$ cat config.mk
export PLATFORM = sky130hd
export DESIGN_NAME = wash_cycle_controller
export DESIGN_NICKNAME = d
export VERILOG_FILES = /design/src/rtl/wash_cycle_controller.sv
export SDC_FILE = /design/constraint.sdc
export NUM_CORES = 1
export LEC_CHECK = 0
export CAP_MARGIN = 40
export CORE_MARGIN = 10
export CORE_UTILIZATION = 35
export CTS_CLUSTER_SIZE = 25
export DETAILED_ROUTE_END_ITERATION = 12
export PLACE_DENSITY = 0.56
export SYNTH_ARGS = -nofsm -noshare
export SYNTH_HDL_FRONTEND = slang
export SYNTH_SLANG_ARGS = --single-unit
$ cat constraint.sdc
create_clock -name clk -period 2 [get_ports clk]
set_input_delay 0.4 -clock clk [delete_from_list [all_inputs] [get_ports clk]]
set_output_delay 0.4 -clock clk [all_outputs]
set_load 0.005 [all_outputs]
$ cat src/rtl/wash_cycle_controller.sv
`default_nettype none
// ============================================================================
// Module   : wash_cycle_controller
// Brief    : Washing-machine sequencer (soap wash, N rinses, spin) with fill
//            and drain watchdogs, pause, door-fault detection, latched error.
// Revision : 1.0
// ============================================================================
module wash_cycle_controller #(
    parameter int CNT_W         = 8,
    parameter int WASH_TICKS    = 20,
    parameter int RINSE_TICKS   = 10,
    parameter int SPIN_TICKS    = 15,
    parameter int FILL_TIMEOUT  = 40,
    parameter int DRAIN_TIMEOUT = 40,
    parameter int NUM_RINSE     = 2
) (
    input  logic       clk,
    input  logic       reset,
    input  logic       door_close,
    input  logic       start,
    input  logic       pause,
    input  logic       filled,
    input  logic       detergent_added,
    input  logic       drained,
    output logic       door_lock,
    output logic       motor_on,
    output logic       fill_value_on,
    output logic       drain_value_on,
    output logic       soap_wash,
    output logic       water_wash,
    output logic       done,
    output logic       error,
    output logic [2:0] rinse_idx,
    output logic [3:0] state
);

    typedef enum logic [3:0] {
        S_IDLE      = 4'd0,
        S_WAIT_DOOR = 4'd1,
        S_FILL      = 4'd2,
        S_DETERGENT = 4'd3,
        S_WASH      = 4'd4,
        S_DRAIN     = 4'd5,
        S_SPIN      = 4'd6,
        S_DONE      = 4'd7,
        S_ERROR     = 4'd8
    } state_t;

    localparam logic [CNT_W-1:0] c_WASH_LAST  = CNT_W'(WASH_TICKS - 1);
    localparam logic [CNT_W-1:0] c_RINSE_LAST = CNT_W'(RINSE_TICKS - 1);
    localparam logic [CNT_W-1:0] c_SPIN_LAST  = CNT_W'(SPIN_TICKS - 1);
    localparam logic [CNT_W-1:0] c_FILL_LAST  = CNT_W'(FILL_TIMEOUT - 1);
    localparam logic [CNT_W-1:0] c_DRAIN_LAST = CNT_W'(DRAIN_TIMEOUT - 1);
    localparam logic [2:0]       c_NUM_RINSE  = 3'(NUM_RINSE);

    state_t           r_state;
    logic [CNT_W-1:0] r_timer;
    logic [2:0]       r_rinse_idx;
    logic             r_start_q;

    logic             w_start_rise;
    logic             w_in_cycle;
    logic             w_agitate;
    logic             w_hold;
    logic [CNT_W-1:0] w_wash_last;

    assign w_start_rise = start & ~r_start_q;
    assign w_in_cycle   = (r_state == S_FILL) || (r_state == S_DETERGENT) ||
                          (r_state == S_WASH) || (r_state == S_DRAIN) ||
                          (r_state == S_SPIN);
    assign w_agitate    = (r_state == S_WASH) || (r_state == S_SPIN);
    assign w_hold       = w_agitate & pause;
    assign w_wash_last  = (r_rinse_idx == 3'd0) ? c_WASH_LAST : c_RINSE_LAST;

    // Timer free-runs and is zeroed by whichever branch takes a transition.
    always_ff @(posedge clk or negedge reset) begin
        if (!reset) begin
            r_state     <= S_IDLE;
            r_timer     <= '0;
            r_rinse_idx <= 3'd0;
            r_start_q   <= 1'b0;
        end else begin
            r_start_q <= start;
            if (!w_hold) begin
                r_timer <= r_timer + CNT_W'(1);
            end
            if (w_in_cycle && !door_close) begin
                r_state     <= S_ERROR;
                r_timer     <= '0;
                r_rinse_idx <= 3'd0;
            end else begin
                case (r_state)
                    S_IDLE: begin
                        if (w_start_rise) begin
                            r_state <= door_close ? S_FILL : S_WAIT_DOOR;
                            r_timer <= '0;
                        end
                    end
                    S_WAIT_DOOR: begin
                        if (door_close) begin
                            r_state <= S_FILL;
                            r_timer <= '0;
                        end
                    end
                    S_FILL: begin
                        if (filled) begin
                            r_state <= (r_rinse_idx == 3'd0) ? S_DETERGENT : S_WASH;
                            r_timer <= '0;
                        end else if (r_timer == c_FILL_LAST) begin
                            r_state     <= S_ERROR;
                            r_timer     <= '0;
                            r_rinse_idx <= 3'd0;
                        end
                    end
                    S_DETERGENT: begin
                        if (detergent_added) begin
                            r_state <= S_WASH;
                            r_timer <= '0;
                        end
                    end
                    S_WASH: begin
                        if (!pause && r_timer == w_wash_last) begin
                            r_state <= S_DRAIN;
                            r_timer <= '0;
                        end
                    end
                    S_DRAIN: begin
                        if (drained) begin
                            r_timer <= '0;
                            if (r_rinse_idx < c_NUM_RINSE) begin
                                r_rinse_idx <= r_rinse_idx + 3'd1;
                                r_state     <= S_FILL;
                            end else begin
                                r_state <= S_SPIN;
                            end
                        end else if (r_timer == c_DRAIN_LAST) begin
                            r_state     <= S_ERROR;
                            r_timer     <= '0;
                            r_rinse_idx <= 3'd0;
                        end
                    end
                    S_SPIN: begin
                        if (!pause && r_timer == c_SPIN_LAST) begin
                            r_state <= S_DONE;
                            r_timer <= '0;
                        end
                    end
                    S_DONE: begin
                        r_state     <= S_IDLE;
                        r_timer     <= '0;
                        r_rinse_idx <= 3'd0;
                    end
                    S_ERROR: begin
                        r_state <= S_ERROR;
                    end
                    default: begin
                        r_state     <= S_IDLE;
                        r_timer     <= '0;
                        r_rinse_idx <= 3'd0;
                    end
                endcase
            end
        end
    end

    assign door_lock      = w_in_cycle;
    assign motor_on       = w_agitate & ~pause;
    assign fill_value_on  = (r_state == S_FILL);
    assign drain_value_on = (r_state == S_DRAIN) || (r_state == S_SPIN) || (r_state == S_ERROR);
    assign soap_wash      = (r_state == S_WASH) && (r_rinse_idx == 3'd0);
    assign water_wash     = (r_state == S_WASH) && (r_rinse_idx != 3'd0);
    assign done           = (r_state == S_DONE);
    assign error          = (r_state == S_ERROR);
    assign rinse_idx      = r_rinse_idx;
    assign state          = r_state;

endmodule
`default_nettype wire

==> impl_metrics.yaml, run 1 <==
clock_network:
  root_buffer: "clkbuf_4"
  path_clk_slew_ns: 0.10
  cts_buffers: 3
  clkSinkCount: 16
  cts_buffer_depth: 2
  clock_latency_ns: 0.29
  ctsHtreeMaxLevel: 1
  cts_tree: "done"
placement:
  hpwl_um: 3060
  portBuffers: 22
  pre_cts_ws_ns: -0.308
  place_area_mm2: 0.00179
  routabilityCongestion: 0.820
finish:
  post-route-util_pct: 57.0
  fillers: 333
  area_growth_pct: 54.5
  register_area_um2: 403
  multiInputGateArea_um2: 873
  final_area_mm2: 0.00195
  n_antenna_cell: 0
  drive_above_1_share_pct: 31.8
  nets: 227
drt:
  antenna_left: 0
  routed_wl_um: 3880
  drc: 0
  dr.pass1.iters: 4
  wl_per_cell_um: 14.9
  via_per_inst: 5.21
  vias: 1354
  drt_iter0_markers: 84
timing:
  worstMarginPinSlew_ns: 0.392
  fin_skew_ns: 0.00141
  fin_crit_sh_pct: 97.5
  fmax_ghz: 0.513
  slew_violations: 0
  period_needed_ns: 1.95
  slew_headroom_pct: 73.8
  hold_viol: 0
  setup_viol: 0
  rsz0062_at_grt: "yes"
  setup_ws_ns: 0.0491
floorplan:
  die_w_um: 80.0
  placementRows: 21
  initial_utilization_pct: 36.9
  ioPinCount: 23
  core_mm2: 0.00342
  die_area_mm2: 0.00640
  die_h_um: 80.0
logic_synthesis:
  syn_nets: 169
  ys_top_cells_by_count: "nor2_1 (23), dfrtp_1 (16), nand2_1 (15)"
  synth_area_per_cell_um2: 8.03
  ys_seq_area_share_pct: 31.7
  yosysUniqueCellTypes: 40
  synth_edf_count: 0
  synth_area_leaders: "dfrtp_1 (32%), nor2_1 (6.8%), nand2_1 (4.5%)"
  synth_seq_cells: 16
  synthFlopType: "dfrtp_1"
  synth_top_area_cell: "dfrtp_1"
  yosysMostFrequentCell: "nor2_1"
  synthCells: 157
  synth_top_area_share_pct: 31.7
  yosysWarnings: 0
  synth_area_mm2: 0.00126
  async_reset_ff_share_pct: 100
grt:
  grt_antenna_before_repair: 0
  grt_pass1_vias: 1460
  grt_pass1_wl_um: 6690
  grt.total_usage_pct: 12.4
  grt_max_degree: 17
  grt-ovfl-total: 0
pwr:
  p_leak_nw: 0.820
  total_power_mw: 0.581
  max-vdd-ir-drop_uv: 258
  power_density_mw_per_mm2: 298
critical_path:
  arrival_ns: 2.13
  start_kind: "input port"
  crit_path_max_fanout: 8
  path_class: "input port to register"
  cp-end-kind: "register"
  critical_path_required_ns: 2.18
status:
  status: "finished, final reports clean"
job:
  drv_cap: 0
worst_hold_path:
  hold_class: "input port to asynchronous set/reset pin"
flip-flops by register name (all words and copies together), names as in the netlist:
| signal | flops |
|---|---|
| r_start_q | 1 |
| state | 4 |
| rinse_idx | 3 |
| r_timer | 8 |
path summary, 6_finish.rpt:
kind / slack (ns) / start / end / depth (start not counted)
max reg2reg: 0.06 / r_timer[7] / r_timer[1] / 6
max: 0.05 / pause / r_timer[1] / 7
min in group clk: 0.59 / rinse_idx[0] / rinse_idx[0] / 2
max in group asynchronous: 1.38 / reset / state[0] / 2
min reg2reg: 0.59 / rinse_idx[0] / rinse_idx[0] / 2
min: 0.43 / reset / state[3] / 2
worst max-delay path, cell delays in order:
cell             delay (ns)
clkdlybuf4s50_1        0.42
or4_4                  0.44
nor3_2                 0.19
a21oi_2                0.10
o41ai_4                0.34
buf_6                  0.17
a211oi_1               0.06
final cells by class:
| cell class | count | share of cell area, % |
|---|---|---|
| repair buffers | 63 | 28.0 |
| well taps | 46 | 2.95 |
| flip-flops and latches | 16 | 20.7 |
| inverters | 8 | 1.67 |
| multi-input cells | 123 | 44.8 |
| clock buffers | 4 | 1.86 |
routing by layer:
metal  vias up  global-route usage, %  wire length, um
li1        677                      -                -
met1       641                   15.2             1690
met2        34                   21.5             1940
met3         2                   3.38              253
met4         0                   1.76                4
met5         -                      0                0
repair_timing:
| item | 4_1_cts | 5_1_grt |
|---|---|---|
| gates resized for setup | 27 | 8 |
| pin swaps | 2 | 2 |
| setup buffers | 1 | 2 |
| hold buffers | 0 | 0 |
| endpoints found under the setup margin | 9 | 13 |
cell usage in the layout (no fill, tap or decap), types with 3 or more instances in the layout:
master / instances
buf_4: 37
o31ai_1: 4
inv_1: 6
o21ai_0: 5
nand2b_1: 3
ha_1: 4
clkdlybuf4s50_1: 14
xor2_1: 4
o22ai_1: 5
xnor2_1: 4
nand2_1: 15
dlygate4sd2_1: 7
nand3_1: 6
nand4b_1: 3
buf_6: 3
o211ai_1: 3
a21oi_1: 3
clkbuf_4: 3
nand4_1: 4
dfrtp_1: 14
nor2_1: 21
report_power, final:
part / internal [mW] / switching [mW]
combinational: 0.0217 / 0.0173
clock: 0.111 / 0.107
sequential: 0.324 / 0.000194
kinds of logic (layout without fill, tap and decap cells):
logic type | Yosys count | after routing | synth area share, %
AOI/OAI and AO/OA | 30 | 30 | 16.9
xor gates and xnor gates | 8 | 8 | 5.55
adders and majority gates | 5 | 5 | 4.76
buffers and inverters | 18 | 75 | 5.75
DFF | 16 | 16 | 31.7
muxes | 1 | 1 | 0.794
and+or+nand+nor | 79 | 79 | 34.5
per-stage QoR:
step	TNS [ns]	hold WS (ns)	instances
2_1_floorplan	0	0.104	157
3_3_place_gp	-2.33	0.557	253
3_5_place_dp	-3.00	0.589	253
4_1_cts	0	0.430	258
5_1_grt	-0.248	0.429	260
6_report	0	0.426	260
(Power assumes the default switching activity.)
==> run 2: changes to the inputs <==
ABC_CLOCK_PERIOD_IN_PS = 2000   (was not set)
==> results of run 2 <==
The final DEF is identical to that of run 1; final timing and power are the same.
==> run 3: changes to the inputs <==
CORE_UTILIZATION = 47   (was 35)
PLACE_DENSITY = 0.73   (was 0.56)
==> run 3 against run 2 <==
Register-to-register slack better by 0.04 ns. Count of clock-buffer cells in the layout is the same. Critical path depth is the same. Hold slack better by 0.0039 ns. Power fell by 0.15%. Global-route usage up 2.5 points. Highest routed layer unchanged. Fmax increased by 2.3%. Flip-flop and latch count is the same. Die area decreased by 20%. Sequential power barely moved. Clock power is essentially flat.
==> impl_metrics.yaml, run 3 (synthesis gave the netlist of run 1 again) <==
timing:
  slew_headroom_pct: 75.1
  rsz0062_at_grt: "no"
  worstMarginPinSlew_ns: 0.373
  fin_skew_ns: 0.00448
  setup_viol: 0
  fmax_ghz: 0.525
  hold_viol: 0
  period_needed_ns: 1.91
  fin_crit_sh_pct: 95.3
  slew_violations: 0
clock_network:
  clock_latency_ns: 0.29
  cts_hold_buf: 0
  ctsHtreeMaxLevel: 1
  root_buffer: "clkbuf_4"
  cts_buffer_depth: 2
  path_clk_slew_ns: 0.10
  clkSinkCount: 16
  cts_buffers: 3
  cts_tree: "done"
finish:
  area_growth_pct: 44.4
  top_register: "r_timer"
  drive_above_1_share_pct: 26.6
  largest_register_ff_count: 8
  final_common_cell: "buf_4"
  layout.cells.non_filler: 237
  final_cell_mix: "buf_4 (31), nor2_1 (22), nand2_1 (15), clkdlybuf4s50_1 (14), dfrtp_1 (13)"
  nets: 220
  n_antenna_cell: 0
placement:
  portBuffers: 22
  routabilityCongestion: 0.953
  hpwl_um: 2930
  post-place-cells: 231
floorplan:
  die_w_um: 71.8
  initial_utilization_pct: 50.0
  ioPinCount: 23
  placementRows: 18
  die_h_um: 71.8
  core_mm2: 0.00252
  die_area_mm2: 0.00516
critical_path:
  cp-end-kind: "register"
  crit_path_max_fanout: 8
  max_stage_delay_ns: 0.45
  path_class: "input port to register"
  start_kind: "input port"
  critical_path_required_ns: 2.18
  path_cells: "clkdlybuf4s50_1 -> or4_1 -> nor3_2 -> a21oi_2 -> o41ai_4 -> buf_6 -> a211oi_1"
  crit_slowest_cell: "or4_1"
  path_buf_inv: 2
  critPathTopFamily: "simple AND/OR/NAND/NOR gates"
  arrival_ns: 2.08
drt:
  via_per_inst: 5.74
  dr.pass1.iters: 4
  wl_per_cell_um: 15.7
  routed_wl_um: 3720
  vias: 1361
  drt_iter0_markers: 139
  drc: 0
  antenna_left: 0
grt:
  grt-ovfl-total: 0
  grt.total_usage_pct: 14.9
  grt_pass1_wl_um: 6440
  grt_max_degree: 17
  grt_pass1_vias: 1341
  grt_antenna_before_repair: 0
worst_hold_path:
  hold_class: "input port to asynchronous set/reset pin"
pwr:
  max-vdd-ir-drop_uv: 266
  p_leak_nw: 0.768
  power_density_mw_per_mm2: 318
  total_power_mw: 0.580
status:
  status: "finished, final reports clean"
job:
  drv_cap: 0
## run 3: cell types whose count changed in the layout (fill, tap and decap cells not counted), sizes merged
cell,change
dlygate4sd2,+1
dlymetal6s2s,-1
buf,-7
## run 3: final cells by class
class | count | area (um^2)
fillers | 212 | 701
inverters | 8 | 30.0
multi-input cells | 123 | 828
clock buffers | 4 | 36.3
repair buffers | 56 | 485
flip-flops and latches | 16 | 404
well taps | 30 | 37.5
## run 3: routing by layer
layer	GRT usage, %	vias to the layer above	wire (um)
met5	0	-	0
met4	3.66	0	44
met3	4.41	6	309
met2	25.4	58	1810
met1	17.8	636	1560
li1	-	661	-
## run 3: worst reg2reg max path, cell delays in order (launching register included)
cell	delay (ns)
dfrtp_2	0.46
buf_4	0.18
nor4bb_1	0.35
o21ai_1	0.17
nor2_2	0.17
o41ai_4	0.09
buf_6	0.14
a211oi_1	0.26
## run 3: per-stage QoR
step / hold slack [ns] / setup slack, ns / area (um^2) / TNS (ns) / utilization, %
6_report: 0.430 / 0.0934 / 1820 / 0 / 72.2
5_1_grt: 0.441 / 0.000343 / 1820 / 0 / 72.2
4_1_cts: 0.425 / 0.0395 / 1800 / 0 / 71.3
3_5_place_dp: 0.583 / -0.270 / 1730 / -2.41 / 68.6
3_3_place_gp: 0.550 / -0.225 / 1730 / -1.87 / 68.6
2_1_floorplan: 0.104 / 0.0820 / 1260 / 0 / -
## run 3: final timing paths
kind,cells after the start,slack [ns],endpoint,from
worst max-delay path,7,0.09,r_timer[1],pause
worst min-delay path,2,0.43,r_timer[7],reset
worst max register to register,7,0.10,r_timer[1],state[1]
worst min register to register,3,0.59,rinse_idx[0],rinse_idx[0]
max in group asynchronous,2,1.37,r_timer[4],reset
min in group clk,3,0.59,rinse_idx[0],rinse_idx[0]
## run 3: timing repair
item	in CTS	in global routing
resized for setup	17	8
endpoints found under the setup margin	8	12
pin swaps	1	1
setup buffers	1	1
## run 3: power breakdown
| part | total (mW) | switching, mW | leakage [nW] | internal [mW] |
|---|---|---|---|---|
| registers | 0.324 | 0.000244 | 0.197 | 0.324 |
| logic | 0.0377 | 0.0161 | 0.549 | 0.0216 |
| clock network | 0.218 | 0.107 | 0.0210 | 0.111 |
| total | 0.580 | 0.124 | 0.768 | 0.457 |
